===== src/rtl/seq_detect_pkg.sv =====
// Shared definitions for the programmable serial sequence detector:
// length-field sizing, default patterns and overlap-mode encodings.
package seq_detect_pkg;

    // Width of a length field able to hold 0..max_len inclusive.
    function automatic int len_w(input int max_len);
        return $clog2(max_len + 1);
    endfunction

    // Commonly used framing patterns (bit [len-1] arrives first).
    localparam logic [7:0] PAT_101  = 8'b0000_0101;
    localparam logic [7:0] PAT_1011 = 8'b0000_1011;

    // Overlap mode encodings for cfg_overlap.
    localparam logic OVL_OFF = 1'b0;
    localparam logic OVL_ON  = 1'b1;

endpackage


===== src/rtl/seq_detect_param_sat_counter.sv =====
// Saturating up-counter with synchronous clear; clear beats increment.
module sat_counter #(
    parameter int CNT_W = 8
) (
    input  logic             clk,
    input  logic             rst,
    input  logic             inc,
    input  logic             clr,
    output logic [CNT_W-1:0] cnt
);

    logic [CNT_W-1:0] r_cnt;

    // Count up on inc, hold at all-ones, clear takes priority.
    always_ff @(posedge clk or negedge rst) begin
        if (!rst) begin
            r_cnt <= '0;
        end else if (clr) begin
            r_cnt <= '0;
        end else if (inc && (r_cnt != {CNT_W{1'b1}})) begin
            r_cnt <= r_cnt + {{(CNT_W-1){1'b0}}, 1'b1};
        end
    end

    assign cnt = r_cnt;

endmodule


===== src/rtl/seq_detect_param.sv =====
// Runtime-programmable serial bit-sequence detector with valid qualifier,
// overlap control, Mealy or registered match pulse and saturating match count.
module seq_detect_param
    import seq_detect_pkg::*;
#(
    parameter int                 MAX_LEN     = 8,
    parameter int                 CNT_W       = 8,
    parameter bit                 MEALY       = 1'b1,
    parameter logic [MAX_LEN-1:0] RST_PATTERN = MAX_LEN'(PAT_101),
    parameter int                 RST_LEN     = 3,
    parameter bit                 RST_OVERLAP = OVL_ON
) (
    input  logic                       clk,
    input  logic                       rst,
    input  logic                       cfg_we,
    input  logic [MAX_LEN-1:0]         cfg_pattern,
    input  logic [len_w(MAX_LEN)-1:0]  cfg_len,
    input  logic                       cfg_overlap,
    input  logic                       inp,
    input  logic                       in_valid,
    input  logic                       cnt_clr,
    output logic                       outp,
    output logic [CNT_W-1:0]           match_cnt,
    output logic [len_w(MAX_LEN)-1:0]  state
);

    localparam int             LW        = len_w(MAX_LEN);
    localparam logic [LW-1:0]  MAX_LEN_C = LW'(MAX_LEN);
    localparam logic [LW-1:0]  RST_LEN_C = (RST_LEN > MAX_LEN) ? MAX_LEN_C : LW'(RST_LEN);

    logic [MAX_LEN-1:0] r_pat;
    logic [LW-1:0]      r_len;
    logic               r_ovl;
    logic [MAX_LEN-2:0] r_hist;
    logic [LW-1:0]      r_fill;

    logic [MAX_LEN-1:0] w_ext;
    logic [MAX_LEN-1:0] w_mask;
    logic [LW-1:0]      w_cfg_len;
    logic               w_beat;
    logic               w_fill_ok;
    logic               w_hit;

    // Newest bit lands in bit 0, so the pattern's last bit lines up with ext[0].
    assign w_ext     = {r_hist, inp};
    assign w_cfg_len = (cfg_len > MAX_LEN_C) ? MAX_LEN_C : cfg_len;
    assign w_beat    = in_valid && !cfg_we;
    // fill >= len-1 written as fill+1 >= len to avoid underflow at len=0.
    assign w_fill_ok = (({1'b0, r_fill} + (LW+1)'(1)) >= {1'b0, r_len});

    // Select the low len bits of history and pattern for comparison.
    always_comb begin
        w_mask = '0;
        for (int i = 0; i < MAX_LEN; i++) begin
            w_mask[i] = (i < int'(r_len));
        end
    end

    assign w_hit = w_beat && (r_len != '0) && w_fill_ok &&
                   ((w_ext & w_mask) == (r_pat & w_mask));

    // Configuration latch, history shift and fill tracking.
    always_ff @(posedge clk or negedge rst) begin
        if (!rst) begin
            r_pat  <= RST_PATTERN;
            r_len  <= RST_LEN_C;
            r_ovl  <= RST_OVERLAP;
            r_hist <= '0;
            r_fill <= '0;
        end else if (cfg_we) begin
            r_pat  <= cfg_pattern;
            r_len  <= w_cfg_len;
            r_ovl  <= cfg_overlap;
            r_hist <= '0;
            r_fill <= '0;
        end else if (in_valid) begin
            r_hist <= w_ext[MAX_LEN-2:0];
            if (w_hit && (r_ovl == OVL_OFF)) begin
                r_fill <= '0;
            end else if (r_fill < r_len) begin
                r_fill <= r_fill + LW'(1);
            end
        end
    end

    sat_counter #(
        .CNT_W (CNT_W)
    ) u_cnt (
        .clk (clk),
        .rst (rst),
        .inc (w_hit),
        .clr (cnt_clr),
        .cnt (match_cnt)
    );

    generate
        if (MEALY) begin : g_mealy
            assign outp = w_hit;
        end else begin : g_reg
            logic r_hit;
            // Registered match pulse, one cycle after the completing beat.
            always_ff @(posedge clk or negedge rst) begin
                if (!rst) begin
                    r_hit <= 1'b0;
                end else begin
                    r_hit <= w_hit;
                end
            end
            assign outp = r_hit;
        end
    endgenerate

    assign state = r_fill;

endmodule


===== config.mk =====
export PLATFORM = sky130hd
export DESIGN_NAME = seq_detect_param
export DESIGN_NICKNAME = d
export VERILOG_FILES = /design/src/rtl/seq_detect_pkg.sv /design/src/rtl/seq_detect_param_sat_counter.sv /design/src/rtl/seq_detect_param.sv
export SDC_FILE = /design/constraint.sdc
export NUM_CORES = 1
export LEC_CHECK = 0
export ABC_CLOCK_PERIOD_IN_PS = 2640
export BUFFER_PORTS_ARGS = -buffer_cell sky130_fd_sc_hd__buf_4
export CORE_MARGIN = 2
export CORE_UTILIZATION = 55
export DETAILED_ROUTE_END_ITERATION = 10
export PLACE_DENSITY = 0.89
export SLEW_MARGIN = 15
export SYNTH_ARGS = -nofsm -noshare
export SYNTH_HDL_FRONTEND = slang
export SYNTH_SLANG_ARGS = --single-unit

===== constraint.sdc =====
create_clock -name clk -period 2.64 [get_ports clk]
set_input_delay 0.132 -clock clk [delete_from_list [all_inputs] [get_ports clk]]
set_output_delay 0.132 -clock clk [all_outputs]
set_load 0.02 [all_outputs]

# Word-level counts from Yosys, hierarchy flattened
# Cells that the tools add are included.
[totals] latch_bits=0 reg_bits=32 wordCells=46 n_memories=0 mem_bits_rw=0 romBits=0 inputBits=19 out_inout_bits=13
[op_classes] addsub=3 reduce_logical=12 bitwise_logic=3 div_mod_pow=0 mul=0 n_eq_ne=2 shift=0 muxes=9 magnitude_cmp=11
[ops] op="$mux W4" count=5
[ops] op="$and A8 B8 Y8" count=2
[ops] op="$lt A3 B4 Y1 const A" count=4
[ops] op="$mux W8" count=2
[ops] op="$mux W7" count=2
[ops] op="$add A8 B1 Y8 const B" count=1
[ops] op="$eq A8 B8 Y1" count=1
[ops] op="$lt A1 B4 Y1 const A" count=2
[ops] op="$lt A2 B4 Y1 const A" count=2
[ops] op="$ne A8 B8 Y1 const B" count=1
[ops] op="$logic_and A1 B1 Y1" count=6
[ops] op="$add A4 B1 Y5 const B" count=1
[ops] op="$ge A5 B4 Y1" count=1
[ops] op="$add A4 B1 Y4 const B" count=1
[ops] op="$gt A4 B4 Y1 const B" count=1
[ops] op="$lt A4 B4 Y1" count=1
[ops] op="$reduce_bool A2 Y1" count=2
[ops] op="$reduce_bool A4 Y1" count=1
[ops] op="$reduce_bool A3 Y1" count=1
[ops] op="$reduce_and A2 Y1" count=1
[ops] op="$logic_not A1 Y1" count=1
[ops] op="$not A1 Y1" count=1

# Logic depth before layout (Yosys ltp)
[depth] depth_word=9 mapped_depth=9 ltp_nobuf=9

# Hierarchy
# From an unflattened synthesis, not the netlist that was laid out.
[unflattened] hier_cells=171 hier_area_um2=1833.0
[by_module_without_submodules] module="seq_detect_param" cells_per_inst=122 n_inst=1 area_per_inst_um2=1368.8 seq_area_each_um2=606.8
[by_module_without_submodules] module="sat_counter" cells_per_inst=49 n_inst=1 area_per_inst_um2=464.2 seq_area_each_um2=200.2

# Least setup slack after synthesis
# No wires, ideal clock.
[synth_timing] path_type="register to register" startpoint="register r_fill[0] (netlist: state[0])" endpoint="register u_cnt.r_cnt[6] (netlist: u_cnt.cnt[6])" setup_time_ns=0.094 arrival_time_ns=2.477 path_buffers=0 slack_ns=0.069 period_less_slack_ns=2.571 required_time_ns=2.546 path_stages_with_launch=10 cell_sequence="dfrtp_1 -> ha_1 -> xor2_1 -> ha_1 -> o21a_1 -> o31ai_1 -> a22o_1 -> nor2_1 -> a41oi_1 -> a211oi_1"
[synth_via] elab_chain_len=6
[synth_lines] item="start: declaration" line_no="seq_detect_param.sv:35" rtl="logic [LW-1:0] r_fill;"
[synth_lines] item="start signal: assignment" line_no="seq_detect_param.sv:81" rtl="r_fill <= r_fill + LW'(1);"
[synth_lines] item="$add A4 B1 Y5" line_no="seq_detect_param.sv:49" rtl="assign w_fill_ok = (({1'b0, r_fill} + (LW+1)'(1)) >= {1'b0, r_len});"
[synth_lines] item="$ge A5 B4 Y1" line_no="seq_detect_param.sv:49"
[synth_lines] item="$logic_and A1 B1 Y1 (2 in a row)" line_no="seq_detect_param.sv:59" rtl="assign w_hit = w_beat && (r_len != '0) && w_fill_ok &&"
[synth_lines] item="net outp" line_no="seq_detect_param.sv:22" rtl="output logic outp,"
[synth_lines] item="$logic_and A1 B1 Y1" line_no="seq_detect_param_sat_counter.sv:20" rtl="end else if (inc && (r_cnt != {CNT_W{1'b1}})) begin"
[synth_lines] item="$reduce_bool A2 Y1 (no source line)"
[synth_lines] item="end signal: assignment" line_no="seq_detect_param_sat_counter.sv:21" rtl="r_cnt <= r_cnt + {{(CNT_W-1){1'b0}}, 1'b1};"
[synth_lines] item="end: declaration" line_no="seq_detect_param_sat_counter.sv:12" rtl="logic [CNT_W-1:0] r_cnt;"
# The timed path passes the listed nets, and every way through them passes these cells.
# A chain may end at the register's enable or synchronous reset.

# Final worst setup path
[layout_timing] startpoint="register r_fill[0] (netlist: state[0])" endpoint="output outp"
[layout_via] elab_chain_len=4
[layout_lines] item="$add A4 B1 Y5" line_no="seq_detect_param.sv:49"
[layout_lines] item="$ge A5 B4 Y1" line_no="seq_detect_param.sv:49"
[layout_lines] item="$logic_and A1 B1 Y1 (2 in a row)" line_no="seq_detect_param.sv:59"
[layout_lines] item="end: declaration" line_no="seq_detect_param.sv:22"
# No other way between the ends.

==> flow_summary.ini <==
[placement]
dpl.hpwl_mm = 2.773
io_buffer_count = 31
gp_congestion = 0.9019
dp_cells = 239

[clocking]
worstSkewPairLatency_ps = 330
clkTransAtPathRegs_ps = 100
cts_root_buf = clkbuf_4
htree_levels = 2
post_cts_buffers = 0
cts_buffers = 5
cts_buffer_depth = 2
clock_sinks = 32
cts_tree = done

[power]
power.switching_mw = 0.2884
internal-power_mw = 0.7349
p_seq_share_pct = 53.5
clkPwrFrac_pct = 28.9
switching_share_pct = 28.18
p_leak_nw = 1.024
combPwrFrac_pct = 17.6
vdd_drop_max_mv = 0.3237
power_density_nw_per_um2 = 480.5

[outcome]
status = finished, final reports clean

[sta]
hold_viol = 0
hold_ws_ps = 11.48
setup_viol = 0
drv_slew = 0
post-route-period-util_pct = 93.19
finClkSkew_ps = 10.26
layout_min_cycle_time_ps = 2460
maxSlewHeadroom_pct = 68.11
max_freq_ghz = 0.4065
worst_pin_slew_ps = 473.3
rsz0062_at_grt = false
setup_tns_ps = 0

[routing]
vias = 1432
drcViolationCount = 0
dr.pass1.iters = 4
wl_mm = 3.718
ant_nets = 0
wl_per_cell_um = 14.87
vias_per_cell = 5.728
initialDrtViolationCount = 81

[critical_path]
path_cells = ha_1, ha_1, a21boi_0, o31ai_1, a22o_1, nor2_4, buf_4
cp.arrival_ps = 2330
cpMaxStageDelayCell = dfrtp_1
r2r_start = state[0]$_DFFE_PN0P_
worstPathRequired_ps = 2510
crit_type = flop to output pin
critPathLaunchType = flop
timing.rr.end = u_cnt.cnt[3]$_DFFE_PN0P_
timing.reg2reg.setup_slack_ps = 240
slowest_delay_ps = 450
cp_max_fo = 7
reg2reg_depth = 8
endpoint_kind = output pin
crit_top_cell = ha_1

[final_layout]
finalCoreUtilization_pct = 69.75
instances_no_fill = 250
layout-drive-gt1-share_pct = 30.10
area_growth_pct = 20.20
fillCellCount = 250
final_nets = 234
antenna_cells = 0

[yosys]
ys_async_sr_fraction_pct = 100.0
post_synth.cell_area_avg_um2 = 10.55
syn_inst = 168
ys_seq_area_share_pct = 45.55
synth-edff-count = 0
yosysUniqueCellTypes = 40
ys.flop_type = dfrtp_1
yosysWarnings = 0
synth.cell_area_um2 = 1772
synth-seq-cells = 32
syn-num-nets = 197

[die]
io_pins = 32
initial_core_util_pct = 58.03
die_area_um2 = 3691
row_count = 20
die_h_um = 60.76
core_um2 = 3053
die_x_um = 60.76

[worst_hold_path]
hold_path_end = r_ovl$_DFFE_PN1P_
hold_depth = 3
hp-class = input pin to flop
worstHoldStart = cfg_overlap

[job]
maxCapViolCount = 0

[grt]
grt_pass1_wl_mm = 6.244
grt_overflow = 0
grt_max_degree = 33
antenna_found_initial = 0
grt_pass1_vias = 1465
grt_usage_pct = 23.03
[layer usage]
metal	up-vias	wire (um)	GRT usage, %
met4	0	43	9.938
met2	51	1932	39.32
li1	667	-	-
met1	708	1533	27.42
met3	6	208	5.970
met5	-	0	0
[state kept, by name, summed over array words and instances, names as in the netlist]
register   count
u_cnt.cnt      8
r_ovl          1
r_hist         7
r_len          4
r_pat          8
state          4
[logic make-up (layout without fill, tap and decap cells)]
| group | after synthesis | after routing | share of synthesized area, % |
|---|---|---|---|
| muxes | 17 | 17 | 10.24 |
| and+or+nand+nor | 53 | 53 | 15.33 |
| adders and majority gates | 10 | 10 | 7.062 |
| buffers and inverters | 12 | 50 | 3.531 |
| AOI/OAI and AO/OA | 30 | 30 | 11.37 |
| DFF | 32 | 32 | 45.55 |
| xor gates and xnor gates | 14 | 14 | 6.921 |
[critical path: cells and delay by family (launching register included)]
kind	cells	cell delay, ps
AO/OA/AOI/OAI	3	570
AND/OR/NAND/NOR	1	190
adder cells (fa/ha/maj)	2	610
buffers and inverters	1	180
flip-flops	1	450
[cells in the final DEF (no fill, tap or decap), drive strengths merged, types with 3 or more instances in the layout]
cell         count
xor2             9
dfstp            5
nor2b            4
a31o             4
mux2             9
nand3            6
nor2            19
a21oi            5
buf             32
ha              10
clkbuf           6
nand2            9
mux2i            8
dlygate4sd3      3
o21ai            9
dfrtp           27
and3             3
xnor2            5
inv              7
[how the worst max path moves through the flow]
| stage | from | endpoint | slack [ps] | cells after the start |
|---|---|---|---|---|
| floorplan | state[0]$_DFFE_PN0P_ | u_cnt.cnt[6]$_DFFE_PN0P_ | 70 | 9 |
| global placement | state[0]$_DFFE_PN0P_ | u_cnt.cnt[6]$_DFFE_PN0P_ | 340 | 8 |
| detailed placement | state[0]$_DFFE_PN0P_ | u_cnt.cnt[6]$_DFFE_PN0P_ | 170 | 8 |
| CTS | state[0]$_DFFE_PN0P_ | outp | 110 | 8 |
| global route | state[0]$_DFFE_PN0P_ | outp | 60 | 8 |
| finish | state[0]$_DFFE_PN0P_ | outp | 180 | 7 |
[synthesized netlist by cell type (all sizes together), types with 3 or more instances]
master	instances	area, um2
a21oi	5	25.02
a31o	4	35.03
and3	3	18.77
clkbuf	4	25.02
dfrtp	27	675.7
dfstp	5	131.4
ha	10	125.1
inv	7	26.28
mux2	9	101.4
mux2i	8	80.08
nand2	9	33.78
nand3	6	30.03
nor2	19	71.32
nor2b	4	25.02
o21ai	9	45.04
xnor2	5	43.79
xor2	9	78.83
[per-stage QoR]
stage / setup WS (ps) / instance area (um2) / power, mW
floorplan: 68.81 / 1772 / 0.6656
finish: 179.9 / 2130 / 1.023
CTS: 106.9 / 2125 / 1.029
global placement: 342.7 / 2031 / 0.7182
global route: 59.50 / 2130 / 1.082
detailed placement: 165.7 / 2031 / 0.7308
[final cells by class]
type	count	area, um2	area share, %
inverters	7	26.28	1.234
clock buffers	6	51.30	2.409
clock inverters	2	10.01	0.4700
well taps	44	55.05	2.585
repair buffers	35	270.3	12.69
flip-flops and latches	32	807.0	37.90
multi-input cells	124	909.6	42.71
[what timing repair did]
| item | 4_1_cts | 5_1_grt |
|---|---|---|
| gates resized for setup | 1 | 1 |
| setup endpoints to repair | 1 | 1 |
| hold buffers | 3 | 0 |
| cloned | 0 | 0 |
| hold endpoints to repair | 29 | 0 |
[power groups by stage]
stage	Clock, mW	Combinational [mW]	Sequential (mW)
floorplan	0	0.111	0.554
global placement	0	0.165	0.553
detailed placement	0	0.174	0.556
CTS	0.303	0.179	0.547
global route	0.330	0.202	0.550
finish	0.296	0.180	0.548
No activity file was read; power rests on OpenSTA's default activity.
